`config.mk`:
```
export PLATFORM = sky130hd
export DESIGN_NAME = exmem_pipe_reg
export DESIGN_NICKNAME = d
export VERILOG_FILES = /design/src/rtl/exmem_pkg.sv /design/src/rtl/exmem_sat_cnt.sv /design/src/rtl/exmem_pipe_reg.sv
export SDC_FILE = /design/constraint.sdc
export NUM_CORES = 1
export LEC_CHECK = 0
export CELL_PAD_IN_SITES_DETAIL_PLACEMENT = 0
export CELL_PAD_IN_SITES_GLOBAL_PLACEMENT = 1
export CORE_MARGIN = 2
export CORE_UTILIZATION = 33
export CTS_CLUSTER_DIAMETER = 200
export CTS_CLUSTER_SIZE = 8
export DETAILED_ROUTE_END_ITERATION = 8
export PLACE_DENSITY_LB_ADDON = 0.1
export SYNTH_ARGS = -nofsm -noshare
export SYNTH_HDL_FRONTEND = slang
export SYNTH_SLANG_ARGS = --single-unit
```
`constraint.sdc`:
```
create_clock -name clk -period 2.4 [get_ports clk]
set_input_delay 0.24 -clock clk [delete_from_list [all_inputs] [get_ports clk]]
set_output_delay 0.24 -clock clk [all_outputs]
set_load 0.02 [all_outputs]
```
`src/rtl/exmem_pkg.sv`:
```
// Shared types for the EX->MEM boundary register: payload layout, skid
// states and the stall counter width.
package exmem_pkg;

    localparam int PKG_XLEN    = 32;
    localparam int PKG_RA_W    = 5;
    localparam int PKG_SB_W    = 0;
    // Sideband storage is at least one bit wide so the field always exists.
    localparam int PKG_SB_WS   = (PKG_SB_W > 0) ? PKG_SB_W : 1;
    localparam int STALL_CNT_W = 16;

    typedef struct packed {
        logic [PKG_XLEN-1:0]  pc;
        logic [PKG_XLEN-1:0]  instr;
        logic [PKG_RA_W-1:0]  rd;
        logic                 mem_read;
        logic                 mem_write;
        logic                 reg_write;
        logic [PKG_XLEN-1:0]  result;
        logic [PKG_XLEN-1:0]  sdata;
        logic [PKG_SB_WS-1:0] sb;
    } exmem_payload_t;

    typedef enum logic [1:0] {
        EMPTY = 2'd0,
        ONE   = 2'd1,
        TWO   = 2'd2
    } skid_st_e;

endpackage

```
`src/rtl/exmem_sat_cnt.sv`:
```
// Saturating up-counter with enable and asynchronous active-low reset.
// Sticks at all-ones; only reset returns it to zero.
module exmem_sat_cnt #(
    parameter int W = 16
) (
    input  logic         clk,
    input  logic         reset_n,
    input  logic         en,
    output logic [W-1:0] cnt
);

    // Count enabled cycles, holding once every bit is set.
    always_ff @(posedge clk or negedge reset_n) begin
        if (!reset_n)
            cnt <= '0;
        else if (en && (cnt != {W{1'b1}}))
            cnt <= cnt + 1'b1;
    end

endmodule

```
`src/rtl/exmem_pipe_reg.sv`:
```
// EX->MEM pipeline boundary register with valid/ready handshake, flush and
// a stall-cycle counter.
// EXMEM_SKID_EN: when defined, a second (skid) entry lets ex_ready be driven
// from registered state only; when undefined, a single entry with a
// combinational ready pass-through.
module exmem_pipe_reg
    import exmem_pkg::*;
#(
    parameter int XLEN = PKG_XLEN,
    parameter int RA_W = PKG_RA_W,
    parameter int SB_W = PKG_SB_W,
    localparam int SBW = (SB_W > 0) ? SB_W : 1
) (
    input  logic                   clk,
    input  logic                   reset_n,
    input  logic                   flush,
    input  logic                   ex_valid,
    output logic                   ex_ready,
    input  logic [XLEN-1:0]        ex_pc,
    input  logic [XLEN-1:0]        ex_instr,
    input  logic [XLEN-1:0]        ex_result,
    input  logic [XLEN-1:0]        ex_sdata,
    input  logic [RA_W-1:0]        ex_rd,
    input  logic                   ex_mem_read,
    input  logic                   ex_mem_write,
    input  logic                   ex_reg_write,
    input  logic [SBW-1:0]         ex_sb,
    output logic                   mem_valid,
    input  logic                   mem_ready,
    output logic [XLEN-1:0]        mem_pc,
    output logic [XLEN-1:0]        mem_instr,
    output logic [XLEN-1:0]        mem_result,
    output logic [XLEN-1:0]        mem_sdata,
    output logic [RA_W-1:0]        mem_rd,
    output logic [SBW-1:0]         mem_sb,
    output logic                   mem_mem_read,
    output logic                   mem_mem_write,
    output logic                   mem_reg_write,
    output logic [STALL_CNT_W-1:0] stall_cnt
);

    skid_st_e       state_q, state_d;
    exmem_payload_t main_q, pkt_in;
    logic           in_fire, out_fire, ld_main_in;

    // Pack the incoming entry; an absent sideband is stored as zero.
    always_comb begin
        pkt_in           = '0;
        pkt_in.pc        = ex_pc;
        pkt_in.instr     = ex_instr;
        pkt_in.rd        = ex_rd;
        pkt_in.mem_read  = ex_mem_read;
        pkt_in.mem_write = ex_mem_write;
        pkt_in.reg_write = ex_reg_write;
        pkt_in.result    = ex_result;
        pkt_in.sdata     = ex_sdata;
        pkt_in.sb        = (SB_W > 0) ? ex_sb : '0;
    end

    assign mem_valid = (state_q != EMPTY);
    assign in_fire   = ex_valid & ex_ready & ~flush;
    assign out_fire  = mem_valid & mem_ready;

`ifdef EXMEM_SKID_EN
    exmem_payload_t skid_q;
    logic           ld_skid_in, ld_main_skid;

    // Ready comes from registered state only, so mem_ready never reaches it.
    assign ex_ready = (state_q != TWO);

    // Next state and register load selects; flush wins over both handshakes.
    always_comb begin
        state_d      = state_q;
        ld_main_in   = 1'b0;
        ld_skid_in   = 1'b0;
        ld_main_skid = 1'b0;
        if (flush) begin
            state_d = EMPTY;
        end else begin
            case (state_q)
                EMPTY: if (in_fire) begin
                    state_d    = ONE;
                    ld_main_in = 1'b1;
                end
                ONE: begin
                    if (in_fire && out_fire) begin
                        ld_main_in = 1'b1;
                    end else if (in_fire) begin
                        state_d    = TWO;
                        ld_skid_in = 1'b1;
                    end else if (out_fire) begin
                        state_d = EMPTY;
                    end
                end
                TWO: if (out_fire) begin
                    state_d      = ONE;
                    ld_main_skid = 1'b1;
                end
                default: state_d = EMPTY;
            endcase
        end
    end

    // Main entry: new input, or promotion of the skid entry on release.
    always_ff @(posedge clk or negedge reset_n) begin
        if (!reset_n)
            main_q <= '0;
        else if (ld_main_in)
            main_q <= pkt_in;
        else if (ld_main_skid)
            main_q <= skid_q;
    end

    // Skid entry captures the input that arrived while the head stalled.
    always_ff @(posedge clk or negedge reset_n) begin
        if (!reset_n)
            skid_q <= '0;
        else if (ld_skid_in)
            skid_q <= pkt_in;
    end
`else
    // Single entry: accept when empty or when the head leaves this cycle.
    assign ex_ready = ~mem_valid | mem_ready;

    // Next state and load select; flush wins over both handshakes.
    always_comb begin
        state_d    = state_q;
        ld_main_in = 1'b0;
        if (flush) begin
            state_d = EMPTY;
        end else if (in_fire) begin
            state_d    = ONE;
            ld_main_in = 1'b1;
        end else if (out_fire) begin
            state_d = EMPTY;
        end
    end

    // Main entry loads on every accepted input.
    always_ff @(posedge clk or negedge reset_n) begin
        if (!reset_n)
            main_q <= '0;
        else if (ld_main_in)
            main_q <= pkt_in;
    end
`endif

    // Occupancy state register.
    always_ff @(posedge clk or negedge reset_n) begin
        if (!reset_n)
            state_q <= EMPTY;
        else
            state_q <= state_d;
    end

    assign mem_pc        = main_q.pc;
    assign mem_instr     = main_q.instr;
    assign mem_result    = main_q.result;
    assign mem_sdata     = main_q.sdata;
    assign mem_rd        = main_q.rd;
    assign mem_sb        = main_q.sb;
    // Stale payload may remain after a flush; controls must not leak out.
    assign mem_mem_read  = main_q.mem_read  & mem_valid;
    assign mem_mem_write = main_q.mem_write & mem_valid;
    assign mem_reg_write = main_q.reg_write & mem_valid;

    exmem_sat_cnt #(.W(STALL_CNT_W)) u_stall_cnt (
        .clk     (clk),
        .reset_n (reset_n),
        .en      (mem_valid & ~mem_ready),
        .cnt     (stall_cnt)
    );

endmodule

```
======== Word level (Yosys, flattened, before mapping) ========
Cells that the tools add are included.
operators by class
  reduce and logical (&&, ||, !) cells .... 3
  muxes and demuxes ....................... 5
  eq/ne operators ......................... 1
  add/sub/neg operators ................... 1
  bitwise gates (word level) .............. 11
operators by type and width
  operator                                                          number
  16-bit by 1-bit adder with 16-bit output (second input constant)  1
  16-bit inequality test (second input constant)                    1
  1-bit bitwise AND                                                 7
  2-bit 2-to-1 mux                                                  3
  1-bit inverter                                                    3
  3-bit nonzero test                                                1
  1-bit 2-to-1 mux                                                  2
  2-bit nonzero test                                                1
  1-bit logical AND                                                 1
  1-bit OR                                                          1
storage, ports and cells
  word-level logic and storage cells ...... 31
  register bits after elaboration ......... 154
  bits of input ports ..................... 142

======== Longest topological paths before layout ========
Gate-level depths: netlist (run 1).
  depth in word-level cells ............... 7
  mapped depth ............................ 6
  gate-level depth less buffers ........... 5

======== Modules after synthesis ========
From an unflattened synthesis (run 1), not the netlist that was laid out.
unflattened totals
  cell total of the unflattened synthesis .. 503
  area total of the unflattened synthesis .. 7185.6 sq um
by module, submodules not included
  module          sequential area each (sq um)  instances  cells each  area an instance (sq um)
  exmem_pipe_reg  3428.3                        1          431         6326.1
  exmem_sat_cnt   400.4                         1          72          859.6

======== Least setup slack after synthesis (run 1) ========
OpenSTA, ideal clock, no wires.
  kind .................................... register to register
  from .................................... register u_stall_cnt.cnt[7]
  to ...................................... register u_stall_cnt.cnt[15]
  library setup time ...................... 0.125 ns
  clock period less this slack ............ 1.885 ns
  arrival ................................. 1.760 ns
  setup slack ............................. 0.515 ns
  cell stages (with the launch flop) ...... 5
  cell sequence ........................... dfrtp_1 nand4_2 or4_4 nor3_2 mux2_2
on the way
  word-level cells in the longest chain between the ends .. 2
  elaborated cells between the ends (all ways) .. 3
  classes of those cells .................. add/sub: 1; eq/ne: 1; reduce/logical: 1
ends and longest elaborated chain
  element                                                                           line                 RTL
  start: declaration                                                                exmem_sat_cnt.sv:9   output logic [W-1:0] cnt
  start signal: assignment                                                          exmem_sat_cnt.sv:17  cnt <= cnt + 1'b1;
  branches (longest 2 deep; another with 16-bit by 1-bit adder with 16-bit output)  --
Several ways; the timed one is not identified.
A chain may end at the register's enable or synchronous reset.

======== Final worst setup path (run 1) ========
  from .................................... register state_q[0]
  to ...................................... output port ex_ready
on the way
  word-level cells in the longest chain between the ends .. 3
ends and longest elaborated chain
  element                   line                   RTL
  start: declaration        exmem_pipe_reg.sv:42   skid_st_e state_q, state_d;
  start signal: assignment  exmem_pipe_reg.sv:153  state_q <= state_d;
  2-bit nonzero test        exmem_pipe_reg.sv:60   assign mem_valid = (state_q != EMPTY);
  1-bit inverter            exmem_pipe_reg.sv:123  assign ex_ready = ~mem_valid | mem_ready;
  1-bit OR                  exmem_pipe_reg.sv:123
  end: declaration          exmem_pipe_reg.sv:18   output logic ex_ready,
Every way passes these cells.

==> run metrics, run 1 <==
Critical Path Max Stage Delay 0.63 ns; initial antenna violation count 0; antenna-violating nets left 0; Antenna Cells 0; RePlAce Congestion about 0.7; crit path max fanout 7; Inserted Clock Buffers 17; Seq cells post-synth 153; CTS Buffer Depth 2; row count 52; largest net degree at the start of global routing 75; mean post-synth cell area 13.6 sq um; Fin Setup TNS 0 ns; CTS tree built; # DRC 0; via/cell ratio roughly 4.4; Synth Flop Type dfrtp_1; Synth warnings 0; mapped cell area 0.00692 sq mm; final-report hold violation count 0; DPL Wire Length about 12,000 microns; Final Power 8600 uW; total grt overflow 0; Critical Path RT 2.16 ns; post-synthesis cell count around 500; final-layout fill cell count 1,809; outcome completed; port bufs approximately 290; DR pass1 iterations 4; pins over their slew limit 0; synthesis-to-finish area growth 43.3%; share of cells above drive strength 1 26.7%; max-cap viol count 0; DIE HEIGHT 149 microns; Post-CTS Repair Setup Buffers 0; Worst R2R Start u_stall_cnt.cnt[0]; FF-to-FF path depth 5; Clock transition at path regs 0.06 ns; final wirelength 16,300 microns; Vias about 4.3k; Worst Setup Start Kind flop; slew margin rel. 65.9%; Reg2Reg Setup Slack 0.43 ns; crit share post-route 91.8%; worst reg2reg path endpoint u_stall_cnt.cnt[14]; HP Class in2async; asr flop ratio synth 100%; hold_buf cts 1; Final #Nets 828; DRT iter0 DRCs 115; Worst Clk Skew 0.00796 ns; die width 149 microns; WS Path Type reg2out; RSZ-0062 raised after global routing no; Starting Density 33.9%; Syn Nets roughly 650; Placed Area a little over 0.009 sq mm; number of flops mapped to enable cells by yosys 0; Cell Chain, Critical Path and2b_1, buf_4, inv_1, clkdlybuf4s50_1; post-synth cell types 33; wire length on met1 6270 microns; WL met2 ~8000 microns; area of the die 0.0221 sq mm; Max Freq 454 MHz; first-pass GRT wire length approximately 26,000 microns; Power Density 867 mW/mm^2; leakage 0.00401 uW; critical path capture point type output pin; met3 wire len 1620 microns; H-tree depth 4; clk sinks roughly 150; pin slew with the least headroom to its limit 0.508 ns; fin area just under 0.01 sq mm; Ports 297; drt wl/cell 16.9 microns; final setup fails 0; Core ar. 0.0204 sq mm; Clk Latency, worst-skew pair 0.41 ns; peak supply drop ~460 uV; vias in the first global route 4,708; DR top layer met4; post_cts resized 0; gr usage total about 15%; CTS root buffer clkbuf_16; Worst path slowest cell clkdlybuf4s50_1; worst endpoint data arrival time around 2.0 ns; post-synthesis sequential area ratio 55.3%; min Tclk post-route 2.20 ns
logic make-up after synthesis:
group,synth area share [%]
flip-flops,55.3
buffers and inverters,16.0
multiplexers,23.1
AND/OR/NAND/NOR,3.91
AO/OA/AOI/OAI,0.651
XOR/XNOR,0.760
adder cells (fa/ha/maj),0.181
other,0.0542
cell type report:
type | instances | area (sq um) | share of cell area, %
timing repair buffer | 305 | 3100 | 31.3
multi-input combinational | 204 | 1990 | 20.0
inverter | 4 | 15.0 | 0.151
tap | 270 | 338 | 3.41
sequential | 153 | 3830 | 38.6
clock buffer | 20 | 447 | 4.51
clock inverter | 11 | 196 | 1.98
worst max-delay path: cells and delay by family, from the launching register on:
family        cells  cell delay [ns]
simple gates      1             0.21
buf+inv           3             0.89
flops             1             0.45
flip-flops by register name, summed over array words and instances, names as in the netlist:
signal / cells
mem_instr: 32
main_q: 3
state_q: 1
mem_rd: 5
mem_result: 32
mem_sdata: 32
u_stall_cnt.cnt: 16
mem_pc: 32
through the flow:
step	util, %	std cells	hold slack [ns]	setup WS, ns
after floorplan	-	510	-0.0556	0.515
after global placement	45.3	935	0.185	0.163
after detailed placement	45.3	935	0.201	0.149
after CTS	48.5	967	0.315	0.157
after global routing	48.5	967	0.322	0.0796
final	48.5	967	0.315	0.196
cell usage in the layout (no fill, tap or decap), types with 2 or more instances in the layout:
cell | netlist | final
a21oi_1 | 3 | 3
and2_1 | 3 | 3
buf_12 | 0 | 6
buf_4 | 139 | 4
bufinv_16 | 0 | 5
clkbuf_1 | 0 | 2
clkbuf_16 | 0 | 17
clkdlybuf4s50_1 | 0 | 293
clkinv_4 | 0 | 3
clkinvlp_4 | 0 | 2
dfrtp_1 | 153 | 153
inv_1 | 4 | 4
mux2_2 | 140 | 140
mux2i_1 | 2 | 2
nand2_1 | 8 | 8
nand2b_1 | 2 | 2
nand3_1 | 2 | 2
nand4_1 | 4 | 4
nor2_1 | 6 | 6
nor3_1 | 9 | 9
o21ai_0 | 3 | 3
xnor2_1 | 3 | 3
xor2_1 | 3 | 3
how the worst max path moves through the flow:
stage | from | endpoint | slack, ns | cells past startpoint
2_1_floorplan | u_stall_cnt.cnt[7] | u_stall_cnt.cnt[15] | 0.52 | 4
3_3_place_gp | mem_ready | mem_instr[26] | 0.16 | 6
3_5_place_dp | mem_ready | mem_instr[5] | 0.15 | 6
4_1_cts | state_q[0] | ex_ready | 0.16 | 4
5_1_grt | state_q[0] | ex_ready | 0.08 | 4
6_report | state_q[0] | ex_ready | 0.20 | 4
report_power, final:
part / total (uW) / leakage [uW] / switching (uW) / internal, uW
clock: 2920 / 0.000306 / 1040 / 1870
sequential: 3300 / 0.00181 / 276 / 3020
combinational: 2390 / 0.00189 / 1070 / 1310
total: 8600 / 0.00401 / 2390 / 6210
layer usage:
layer	track usage, %	vias to the layer above
li1	-	1951
met1	17.0	2088
met2	24.9	195
met3	6.54	28
met4	6.14	0
met5	0	-
cells in the mapped netlist, types with 2 or more instances:
library cell | n | area, sq um
nand2_1 | 8 | 30.0
buf_2 | 10 | 50.1
mux2i_1 | 2 | 20.0
buf_4 | 139 | 1040
nand3_1 | 2 | 10.0
o21ai_0 | 3 | 15.0
nand4_1 | 4 | 25.0
mux2_2 | 140 | 1580
nor3_1 | 9 | 45.0
dfrtp_1 | 153 | 3830
and2_1 | 3 | 18.8
xnor2_1 | 3 | 26.3
inv_1 | 4 | 15.0
xor2_1 | 3 | 26.3
nor2_1 | 6 | 22.5
nand2b_1 | 2 | 12.5
a21oi_1 | 3 | 15.0
Power figures use the tool's default switching activity.
==> inputs of run 2 (changes only) <==
--- a/config.mk
+++ b/config.mk
@@ -5,6 +5,7 @@
 export SDC_FILE = /design/constraint.sdc
 export NUM_CORES = 1
 export LEC_CHECK = 0
+export ABC_CLOCK_PERIOD_IN_PS = 2400
 export CELL_PAD_IN_SITES_DETAIL_PLACEMENT = 0
 export CELL_PAD_IN_SITES_GLOBAL_PLACEMENT = 1
 export CORE_MARGIN = 2
==> results of run 2 <==
No change in the layout: final DEF, timing and power equal those of run 1.
